==> src/rtl/imem_loader_pkg.sv <==
// Shared types for the instruction-memory loader: FSM encoding, word geometry and
// the per-state registered status flags.
package imem_loader_pkg;

    typedef enum logic [2:0] {
        IDLE,
        LEN,
        LOAD,
        WRITE,
        CHECK,
        DONE,
        ERR
    } state_t;

    localparam int          WORD_BYTES = 4;
    localparam int          BCNT_W     = $clog2(WORD_BYTES);
    localparam logic [31:0] ADDR_STEP  = 32'd4;
    // The word count arrives as a single byte, so an 8-bit index never wraps.
    localparam int          IDX_W      = 8;

    typedef struct packed {
        logic rx_ready;
        logic wr_en;
        logic busy;
        logic done;
        logic error;
        logic cpu_hold;
    } flags_t;

    function automatic flags_t flags_for(input state_t s);
        flags_t f;
        case (s)
            LEN, LOAD, CHECK: f = '{rx_ready: 1'b1, wr_en: 1'b0, busy: 1'b1, done: 1'b0, error: 1'b0, cpu_hold: 1'b1};
            WRITE:            f = '{rx_ready: 1'b0, wr_en: 1'b1, busy: 1'b1, done: 1'b0, error: 1'b0, cpu_hold: 1'b1};
            DONE:             f = '{rx_ready: 1'b0, wr_en: 1'b0, busy: 1'b0, done: 1'b1, error: 1'b0, cpu_hold: 1'b0};
            ERR:              f = '{rx_ready: 1'b0, wr_en: 1'b0, busy: 1'b0, done: 1'b0, error: 1'b1, cpu_hold: 1'b1};
            default:          f = '{rx_ready: 1'b0, wr_en: 1'b0, busy: 1'b0, done: 1'b0, error: 1'b0, cpu_hold: 1'b1};
        endcase
        return f;
    endfunction

endpackage

==> src/rtl/imem_loader_if.sv <==
// Byte-stream input and instruction-memory write bus of the loader.
// master = loader side, slave = stream source / memory side.
interface imem_loader_if;
    logic [7:0]  rx_data;
    logic        rx_valid;
    logic        rx_ready;
    logic        wr_en;
    logic [31:0] wr_addr;
    logic [31:0] wr_data;

    modport master (
        input  rx_data, rx_valid,
        output rx_ready, wr_en, wr_addr, wr_data
    );

    modport slave (
        output rx_data, rx_valid,
        input  rx_ready, wr_en, wr_addr, wr_data
    );
endinterface

==> src/rtl/imem_loader_byte_packer.sv <==
// byte_packer: assembles little-endian bytes into a 32-bit word (first byte -> bits 7:0).
// last_byte flags that the next shifted byte completes the word.
module byte_packer
    import imem_loader_pkg::*;
(
    input  logic        clk,
    input  logic        reset,
    input  logic        clear,
    input  logic        shift,
    input  logic [7:0]  byte_in,
    output logic [31:0] word,
    output logic        last_byte
);

    logic [BCNT_W-1:0] count;

    assign last_byte = (count == BCNT_W'(WORD_BYTES - 1));

    always_ff @(posedge clk or posedge reset) begin
        if (reset) begin
            count <= '0;
            word  <= '0;
        end else if (clear) begin
            count <= '0;
            word  <= '0;
        end else if (shift) begin
            // Shifting right leaves the earliest byte in the low lane after four shifts.
            word  <= {byte_in, word[31:8]};
            count <= last_byte ? '0 : count + BCNT_W'(1);
        end
    end

endmodule

==> src/rtl/imem_loader.sv <==
// imem_loader: loads a length-prefixed byte image into instruction memory while holding the CPU.
// Optional trailing checksum byte when LOADER_CHECKSUM_EN is defined.
module imem_loader
    import imem_loader_pkg::*;
#(
    parameter int          MAX_WORDS = 64,
    parameter logic [31:0] BASE_ADDR = 32'h0
) (
    input  logic          clk,
    input  logic          reset,
    input  logic          start,
    imem_loader_if.master bus,
    output logic          cpu_hold,
    output logic          busy,
    output logic          done,
    output logic          error
);

    state_t           state;
    flags_t           flags;
    logic [IDX_W-1:0] index;
    logic [IDX_W-1:0] n_words;
    logic [31:0]      word;
    logic             accept;
    logic             shift;
    logic             clear;
    logic             last_byte;
`ifdef LOADER_CHECKSUM_EN
    logic [7:0]       sum;
`endif

    assign accept = bus.rx_valid && flags.rx_ready;
    assign shift  = accept && (state == LOAD);
    assign clear  = start && (state == IDLE || state == DONE || state == ERR);

    assign bus.rx_ready = flags.rx_ready;
    assign bus.wr_en    = flags.wr_en;
    assign bus.wr_data  = word;
    assign busy         = flags.busy;
    assign done         = flags.done;
    assign error        = flags.error;
    assign cpu_hold     = flags.cpu_hold;

    byte_packer u_packer (
        .clk       (clk),
        .reset     (reset),
        .clear     (clear),
        .shift     (shift),
        .byte_in   (bus.rx_data),
        .word      (word),
        .last_byte (last_byte)
    );

    // Flags are registered alongside the state so every output is glitch-free.
    always_ff @(posedge clk or posedge reset) begin
        if (reset) begin
            state       <= IDLE;
            flags       <= flags_for(IDLE);
            index       <= '0;
            n_words     <= '0;
            bus.wr_addr <= BASE_ADDR;
`ifdef LOADER_CHECKSUM_EN
            sum         <= '0;
`endif
        end else begin
            case (state)
                IDLE, DONE, ERR: begin
                    if (start) begin
                        state <= LEN;
                        flags <= flags_for(LEN);
                    end
                end
                LEN: begin
                    if (accept) begin
                        n_words <= bus.rx_data;
                        index   <= '0;
`ifdef LOADER_CHECKSUM_EN
                        sum     <= bus.rx_data;
`endif
                        if (bus.rx_data == 8'd0) begin
                            state <= DONE;
                            flags <= flags_for(DONE);
                        end else if (int'(bus.rx_data) > MAX_WORDS) begin
                            state <= ERR;
                            flags <= flags_for(ERR);
                        end else begin
                            state <= LOAD;
                            flags <= flags_for(LOAD);
                        end
                    end
                end
                LOAD: begin
                    if (accept) begin
`ifdef LOADER_CHECKSUM_EN
                        sum <= sum + bus.rx_data;
`endif
                        if (last_byte) begin
                            state       <= WRITE;
                            flags       <= flags_for(WRITE);
                            bus.wr_addr <= BASE_ADDR + ADDR_STEP * 32'(index);
                        end
                    end
                end
                WRITE: begin
                    index <= index + IDX_W'(1);
                    if (index + IDX_W'(1) == n_words) begin
`ifdef LOADER_CHECKSUM_EN
                        state <= CHECK;
                        flags <= flags_for(CHECK);
`else
                        state <= DONE;
                        flags <= flags_for(DONE);
`endif
                    end else begin
                        state <= LOAD;
                        flags <= flags_for(LOAD);
                    end
                end
`ifdef LOADER_CHECKSUM_EN
                CHECK: begin
                    if (accept) begin
                        if (sum + bus.rx_data == 8'd0) begin
                            state <= DONE;
                            flags <= flags_for(DONE);
                        end else begin
                            state <= ERR;
                            flags <= flags_for(ERR);
                        end
                    end
                end
`endif
                default: begin
                    state <= IDLE;
                    flags <= flags_for(IDLE);
                end
            endcase
        end
    end

endmodule

==> src/flat_wrapper.sv <==
// flat-port wrapper written by rule: the top's interface ports become plain ports
module imem_loader_flat import imem_loader_pkg::*;
#(
    parameter int          MAX_WORDS = 64,
    parameter logic [31:0] BASE_ADDR = 32'h0
)
  (clk, reset, start, cpu_hold, busy, done, error, bus_rx_data, bus_rx_valid, bus_rx_ready, bus_wr_en, bus_wr_addr, bus_wr_data);
  imem_loader_if bus_i ();
  input  logic clk;
  input  logic reset;
  input  logic start;
  output logic cpu_hold;
  output logic busy;
  output logic done;
  output logic error;
  input wire logic [$bits(bus_i.rx_data)-1:0] bus_rx_data;
  input wire logic [$bits(bus_i.rx_valid)-1:0] bus_rx_valid;
  output wire logic [$bits(bus_i.rx_ready)-1:0] bus_rx_ready;
  output wire logic [$bits(bus_i.wr_en)-1:0] bus_wr_en;
  output wire logic [$bits(bus_i.wr_addr)-1:0] bus_wr_addr;
  output wire logic [$bits(bus_i.wr_data)-1:0] bus_wr_data;
  assign bus_i.rx_data = bus_rx_data;
  assign bus_i.rx_valid = bus_rx_valid;
  assign bus_rx_ready = bus_i.rx_ready;
  assign bus_wr_en = bus_i.wr_en;
  assign bus_wr_addr = bus_i.wr_addr;
  assign bus_wr_data = bus_i.wr_data;
  imem_loader #(.MAX_WORDS(MAX_WORDS), .BASE_ADDR(BASE_ADDR)) u_core (.clk(clk), .reset(reset), .start(start), .bus(bus_i), .cpu_hold(cpu_hold), .busy(busy), .done(done), .error(error));
endmodule
==> config.mk <==
export PLATFORM = sky130hd
export DESIGN_NAME = imem_loader_flat
export DESIGN_NICKNAME = d
export VERILOG_FILES = /design/src/rtl/imem_loader_pkg.sv /design/src/rtl/imem_loader_if.sv /design/src/rtl/imem_loader_byte_packer.sv /design/src/rtl/imem_loader.sv /design/src/flat_wrapper.sv
export SDC_FILE = /design/constraint.sdc
export NUM_CORES = 1
export LEC_CHECK = 0
export CELL_PAD_IN_SITES_DETAIL_PLACEMENT = 0
export CELL_PAD_IN_SITES_GLOBAL_PLACEMENT = 1
export CORE_ASPECT_RATIO = 1.5
export CORE_UTILIZATION = 51
export CTS_CLUSTER_DIAMETER = 30
export DETAILED_ROUTE_END_ITERATION = 10
export DONT_BUFFER_PORTS = 1
export PLACE_DENSITY_LB_ADDON = 0.1
export SLEW_MARGIN = 30
export SYNTH_ARGS = -nofsm -noshare
export SYNTH_HDL_FRONTEND = slang
export SYNTH_SLANG_ARGS = --single-unit
export TNS_END_PERCENT = 20
==> constraint.sdc <==
create_clock -name clk -period 6.9 [get_ports clk]
set_input_delay 1.725 -clock clk [delete_from_list [all_inputs] [get_ports clk]]
set_output_delay 1.725 -clock clk [all_outputs]
set_load 0.02 [all_outputs]
## After elaboration in Yosys (flattened, before gate mapping)

Index checks and enable logic that the tools add are counted.
Widths: inputs -> output; s select.

- Input bits: 12
- Flip-flop bits (word level): 67
- Output and inout port bits: 70

- Order comparisons: 1
- Reduce and logical (&&, ||, !) cells: 14
- Mux-type cells: 23
- Equality and inequality tests: 11
- Add/sub/neg operators: 2

Operators with widths:

| cell | count |
|---|---|
| $mux 32 | 2 |
| $mux 6 | 7 |
| $pmux 6 s4 | 1 |
| $mux 3 | 7 |
| $pmux 8 s2 | 1 |
| $pmux 3 s4 | 1 |
| $add 8x1->8 const B | 1 |
| $eq 8x8->1 | 1 |
| $gt 8x7->1 const B | 1 |
| $logic_not 8->1 | 1 |
| $mux 8 | 1 |
| $eq 3x2->1 const B | 2 |
| $eq 3x3->1 const B | 2 |
| $mux 2 | 3 |
| $ne 2x1->1 const B | 2 |
| $ne 2x2->1 const B | 2 |
| $reduce_and 2->1 | 2 |
| $reduce_and 4->1 | 1 |
| $reduce_bool 2->1 | 2 |
| $eq 3x1->1 const B | 1 |
| $logic_and 1x1->1 | 3 |
| $logic_not 3->1 | 1 |
| $reduce_and 3->1 | 1 |
| $reduce_or 3->1 | 1 |
| 3 further kinds | 4 |

## Longest topological paths before layout

- Word-level depth: 5
- Gate-level depth with buffers: 8

## By module

From an unflattened synthesis, not the netlist that was laid out.

- Cells, all modules: 311
- Area total of the unflattened synthesis: 3,402.0 µm²

Modules (own cells, without submodules):

| module | instances | cells an instance | area each (µm²) |
|---|---|---|---|
| imem_loader | 1 | 199 | 1,979.4 |
| byte_packer | 1 | 112 | 1,422.6 |

## Worst setup path after synthesis

Ideal clock, no wire load.

- Kind: input to register
- Start: input bus_rx_data[7]
- End: register u_core.flags, in the netlist u_core.cpu_hold
- Library setup time: 0.097 ns
- Buffers on the path: 0
- Required time: 6.803 ns
- Path slack: 3.627 ns
- Cell stages on the path: 5
- Arrival time: 3.176 ns
- Cell sequence: or4_4 > or4_4 > a211oi_2 > o21bai_2 > a21oi_1

- Word-level cells in the longest chain between the ends: 4

RTL lines:

| item | line | text |
|---|---|---|
| start: declaration | flat_wrapper.sv:16 | `input wire logic [$bits(bus_i.rx_data)-1:0] bus_rx_data;` |
| $logic_not 8->1 | imem_loader.sv:80 | `if (bus.rx_data == 8'd0) begin` |
| $mux 6 | imem_loader.sv:80 |  |
| $mux 6 | imem_loader.sv:74 | `if (accept) begin` |
| $pmux 6 s4 | imem_loader.sv:66 | `case (state)` |
| end signal: assignment | imem_loader.sv:70 | `flags <= flags_for(LEN);` |
| end signal: assignment | imem_loader.sv:82 | `flags <= flags_for(DONE);` |
| end signal: assignment | imem_loader.sv:85 | `flags <= flags_for(ERR);` |
| end: declaration | imem_loader.sv:20 | `flags_t flags;` |

No other way between the ends. The select of a mux whose other input is x is not followed.
A chain may end at the register's enable or synchronous reset.

## Worst setup path after layout

Ends and elaborated chain as after synthesis.

==> impl_summary.log <==
[metrics] deepest level of the CTS H-tree: 3
[metrics] pwr/cell area: 365 mW/mm^2
[metrics] number of antenna violations at the first check in global routing: 0
[metrics] GRT Overall Usage: 22.9%
[metrics] Layout fillers: 645
[metrics] simple-gate portion of the synthesized area: 18.4%
[metrics] power share of the clock group: 25.2%
[metrics] count of unique library cells instantiated by Yosys: 53
[metrics] number of synthesized flops with an enable pin: 0
[metrics] internal power contribution: 0.000798 W
[metrics] worst slew pin tran: 0.846 ns
[metrics] master cell of the clock root buffer: sky130_fd_sc_hd__clkbuf_8
[metrics] wire length reported by the detailed router: 7360 um
[metrics] mux cell area share after synthesis: 5.23%
[metrics] minimum period implied by the final worst setup slack: 3.02 ns
[metrics] CTS tree: done
[metrics] classification of the worst setup path: in -> reg
[metrics] class of the tightest hold or removal check: reg -> reg
[metrics] required time of the worst setup path: 7.15 ns
[metrics] cell breakdown of the critical path: or4_4 -> or4_4 -> a211oi_2 -> o21bai_2 -> a21oi_1
[metrics] post-cts resize count: 0
[metrics] remaining max-slew budget at the tightest pin: 43.6%
[metrics] post-CTS setup repair buffer count: 0
[metrics] ratio of routed vias to standard cells: 5.66
[metrics] largest stage delay on the critical path: 0.56 ns
[metrics] dominant cell by count in the synthesized netlist: sky130_fd_sc_hd__nand2_1
[metrics] Setup TNS Final: 0 ns
[metrics] number of clock sinks: 67
[metrics] library cell occupying the most area in the post-synthesis netlist: sky130_fd_sc_hd__dfrtp_1
[metrics] status: complete, no violations
[metrics] length of the first detailed-routing pass in iterations: 4
[metrics] Final Slew Violations: 0
[metrics] worst-path cell with the longest stage delay: sky130_fd_sc_hd__or4_4
[metrics] warning count from the yosys run: 0
[metrics] total of hold buffers inserted after clock tree synthesis: 0
[metrics] relative contribution of combinational cells to total power: 28.9%
[metrics] layout cell share with drive strength beyond 1: 11.7%
[metrics] initial core utilization: 52.7%
[metrics] detailed-route via count: 2506
[metrics] clock slew at reported path FFs: 0.07 ns
[metrics] Cell Rows: 36
[metrics] maximum number of pins on one net before global-route repair: 68
[metrics] share of synthesized area occupied by flip-flops and latches: 49.0%
[metrics] number of standard cells in the layout, taps in and fillers out: 443
[metrics] gate count after technology mapping: 369
[metrics] worst setup skew after layout: 0.00635 ns
[metrics] reg-to-reg slack, setup: 4.44 ns
[metrics] crit-path max FO: 5
[metrics] number of nets with antenna violations after detailed routing: 0
[metrics] number of top-level pins: 82
[metrics] switching part of the total: 38.7%
[metrics] Max Cap Viol: 0
[metrics] remaining design rule violation count: 0
[metrics] total core area: 0.00649 mm^2
[metrics] Finish-stage setup viols: 0
[metrics] maximum clock path buffer count: 2
[metrics] Final Wtd Congestion: 0.827
[metrics] most common flop cell mapped by yosys: sky130_fd_sc_hd__dfrtp_1
[metrics] async set-or-reset flop fraction in the synthesized netlist: 100%
[metrics] end-of-flow core utilization: 55.0%
[metrics] setup repair after global routing missed its margin: no
[metrics] Placed Cells incl. Taps: 427
[metrics] Die X: 68.9 um
[metrics] die height: 102 um
[metrics] number of clock buffers inserted by TritonCTS: 9
[metrics] post-synthesis adder-cell area fraction: 0.732%
[metrics] clock latency reported for the late side of the worst-skew pair: 0.35 ns
[metrics] final count of hold timing violations: 0
[metrics] type of destination of the critical path: register
[metrics] average wire per cell in the routed design: 16.6 um
[metrics] area enclosed by the die boundary: 0.00705 mm^2
[metrics] Overflow after GRT: 0
[metrics] Synth area leaders: sky130_fd_sc_hd__dfrtp_1 48%, sky130_fd_sc_hd__nand2_1 9.0%, sky130_fd_sc_hd__a21oi_1 6.9%, sky130_fd_sc_hd__buf_4 5.3%, sky130_fd_sc_hd__mux2_2 4.9%
[metrics] port bufs: 0
[metrics] CP startpoint kind: input port
[metrics] detailed placer's ending HPWL: 4960 um
[metrics] most numerous cell types in the synthesized netlist: 82 x sky130_fd_sc_hd__nand2_1, 66 x sky130_fd_sc_hd__dfrtp_1, 47 x sky130_fd_sc_hd__a21oi_1
[metrics] Data arrival, critical path: 3.27 ns
[metrics] overall power after layout: 0.00130 W
[metrics] combinational family with the most area after synthesis: simple AND/OR/NAND/NOR gates
[metrics] average cell area after synthesis: 9.27 um^2
[metrics] highest attainable clock frequency: 0.331 GHz
[metrics] Tcrit/Tclk final: 43.8%
[metrics] synth-to-layout area growth: 4.32%
[metrics] fraction of power consumed by sequential logic: 46.0%
[metrics] leak pwr: 1.58 nW
[metrics] via count of the first global-routing pass: 2377
[metrics] fraction of the mapped netlist area in compound gates: 15.7%
[metrics] final net count: 376
[metrics] xor/xnor cell area share of the yosys netlist: 2.56%
[metrics] Most common cell on crit path: sky130_fd_sc_hd__or4_4
[metrics] proportion of netlist area held by the largest area contributor: 48.3%
[metrics] number of register bits inferred by synthesis: 67
[metrics] maximum vdd ir drop: 228 uV
[metrics] Net Switching: 0.000504 W
[metrics] DRC marker count from the first detailed-route iteration: 205
[metrics] total standard cell area after synthesis: 0.00342 mm^2
[metrics] number of inserted diodes: 0
[metrics] wire length of the first global-routing pass: 11700 um
==> final cells by class <==
type | instances | area [um^2] | share of cell area, %
Sequential cell | 67 | 1680 | 47.0
Tap cell | 76 | 95.1 | 2.66
Inverter | 4 | 15.0 | 0.421
Clock buffer | 12 | 145 | 4.07
Multi-Input combinational cell | 276 | 1560 | 43.6
Clock inverter | 4 | 50.0 | 1.40
Timing Repair Buffer | 4 | 30.0 | 0.842
==> state kept, by name, indices dropped and copies added (netlist names) <==
signal and flops:
u_core.u_packer.word 32, u_core.bus.wr_addr 8, u_core.index 8, u_core.n_words 8, u_core.state 3, u_core.u_packer.count 2, u_core.bus.rx_ready 1, u_core.bus.wr_en 1
u_core.busy 1, u_core.cpu_hold 1, u_core.done 1, u_core.error 1
==> critical path, delay by kind of cell <==
kind	cells	cell delay, ns
simple gates	2	1.06
compound gates	3	0.48
==> stage by stage <==
stage	worst slack (ns)	cell area (um^2)	hold WS (ns)
after floorplan	3.49	3510	0.487
after global placement	3.52	3370	0.517
after detailed placement	3.51	3370	0.521
after CTS	3.87	3570	0.539
after global routing	3.82	3570	0.566
final	3.88	3570	0.536
==> path summary, 6_finish.rpt <==
| kind | from | end | cells past startpoint |
|---|---|---|---|
| min in group asynchronous | reset | u_core.u_packer.word[14] | 2 |
| min reg2reg | u_core.u_packer.count[1] | u_core.u_packer.count[1] | 2 |
| max in group asynchronous | reset | u_core.index[6] | 2 |
| max reg2reg | u_core.index[0] | u_core.state[1] | 6 |
| min | u_core.u_packer.count[1] | u_core.u_packer.count[1] | 2 |
| max | bus_rx_data[7] | u_core.cpu_hold | 5 |
==> logic make-up after synthesis <==
logic type                 Yosys count
AOI/OAI and AO/OA                   87
xor gates and xnor gates            10
adders and majority gates            2
buffers and inverters               49
DFF                                 67
muxes                               16
other                                1
and+or+nand+nor                    137
==> cells in the final DEF, fill, tap and decap left out, drive strengths merged, types with 4 or more instances in the layout <==
cell type	synthesis	layout
dfrtp	66	66
nand3	7	7
buf	28	4
clkbuf	17	12
nand2	82	82
nor3b	4	4
conb	1	24
xnor2	8	8
nor2	14	14
nor3	7	7
a21oi	47	47
o21ai	12	12
mux2	15	15
a21o	4	4
inv	4	4
==> power by group through the flow <==
| stage | Combinational (W) | Clock (W) | Sequential, W |
|---|---|---|---|
| floorplan | 0.000355 | 0 | 0.000553 |
| global route | 0.000429 | 0.000346 | 0.000614 |
| CTS | 0.000381 | 0.000335 | 0.000599 |
| finish | 0.000376 | 0.000328 | 0.000598 |
| global placement | 0.000374 | 0 | 0.000604 |
| detailed placement | 0.000379 | 0 | 0.000606 |
==> layer usage <==
metal	up-vias	routed length, um	track usage (%)
met5	-	0	0
met4	0	161	11.8
met3	14	476	6.03
met2	61	3720	36.5
met1	1227	3000	27.9
li1	1204	-	-
(Power assumes the default switching activity.)
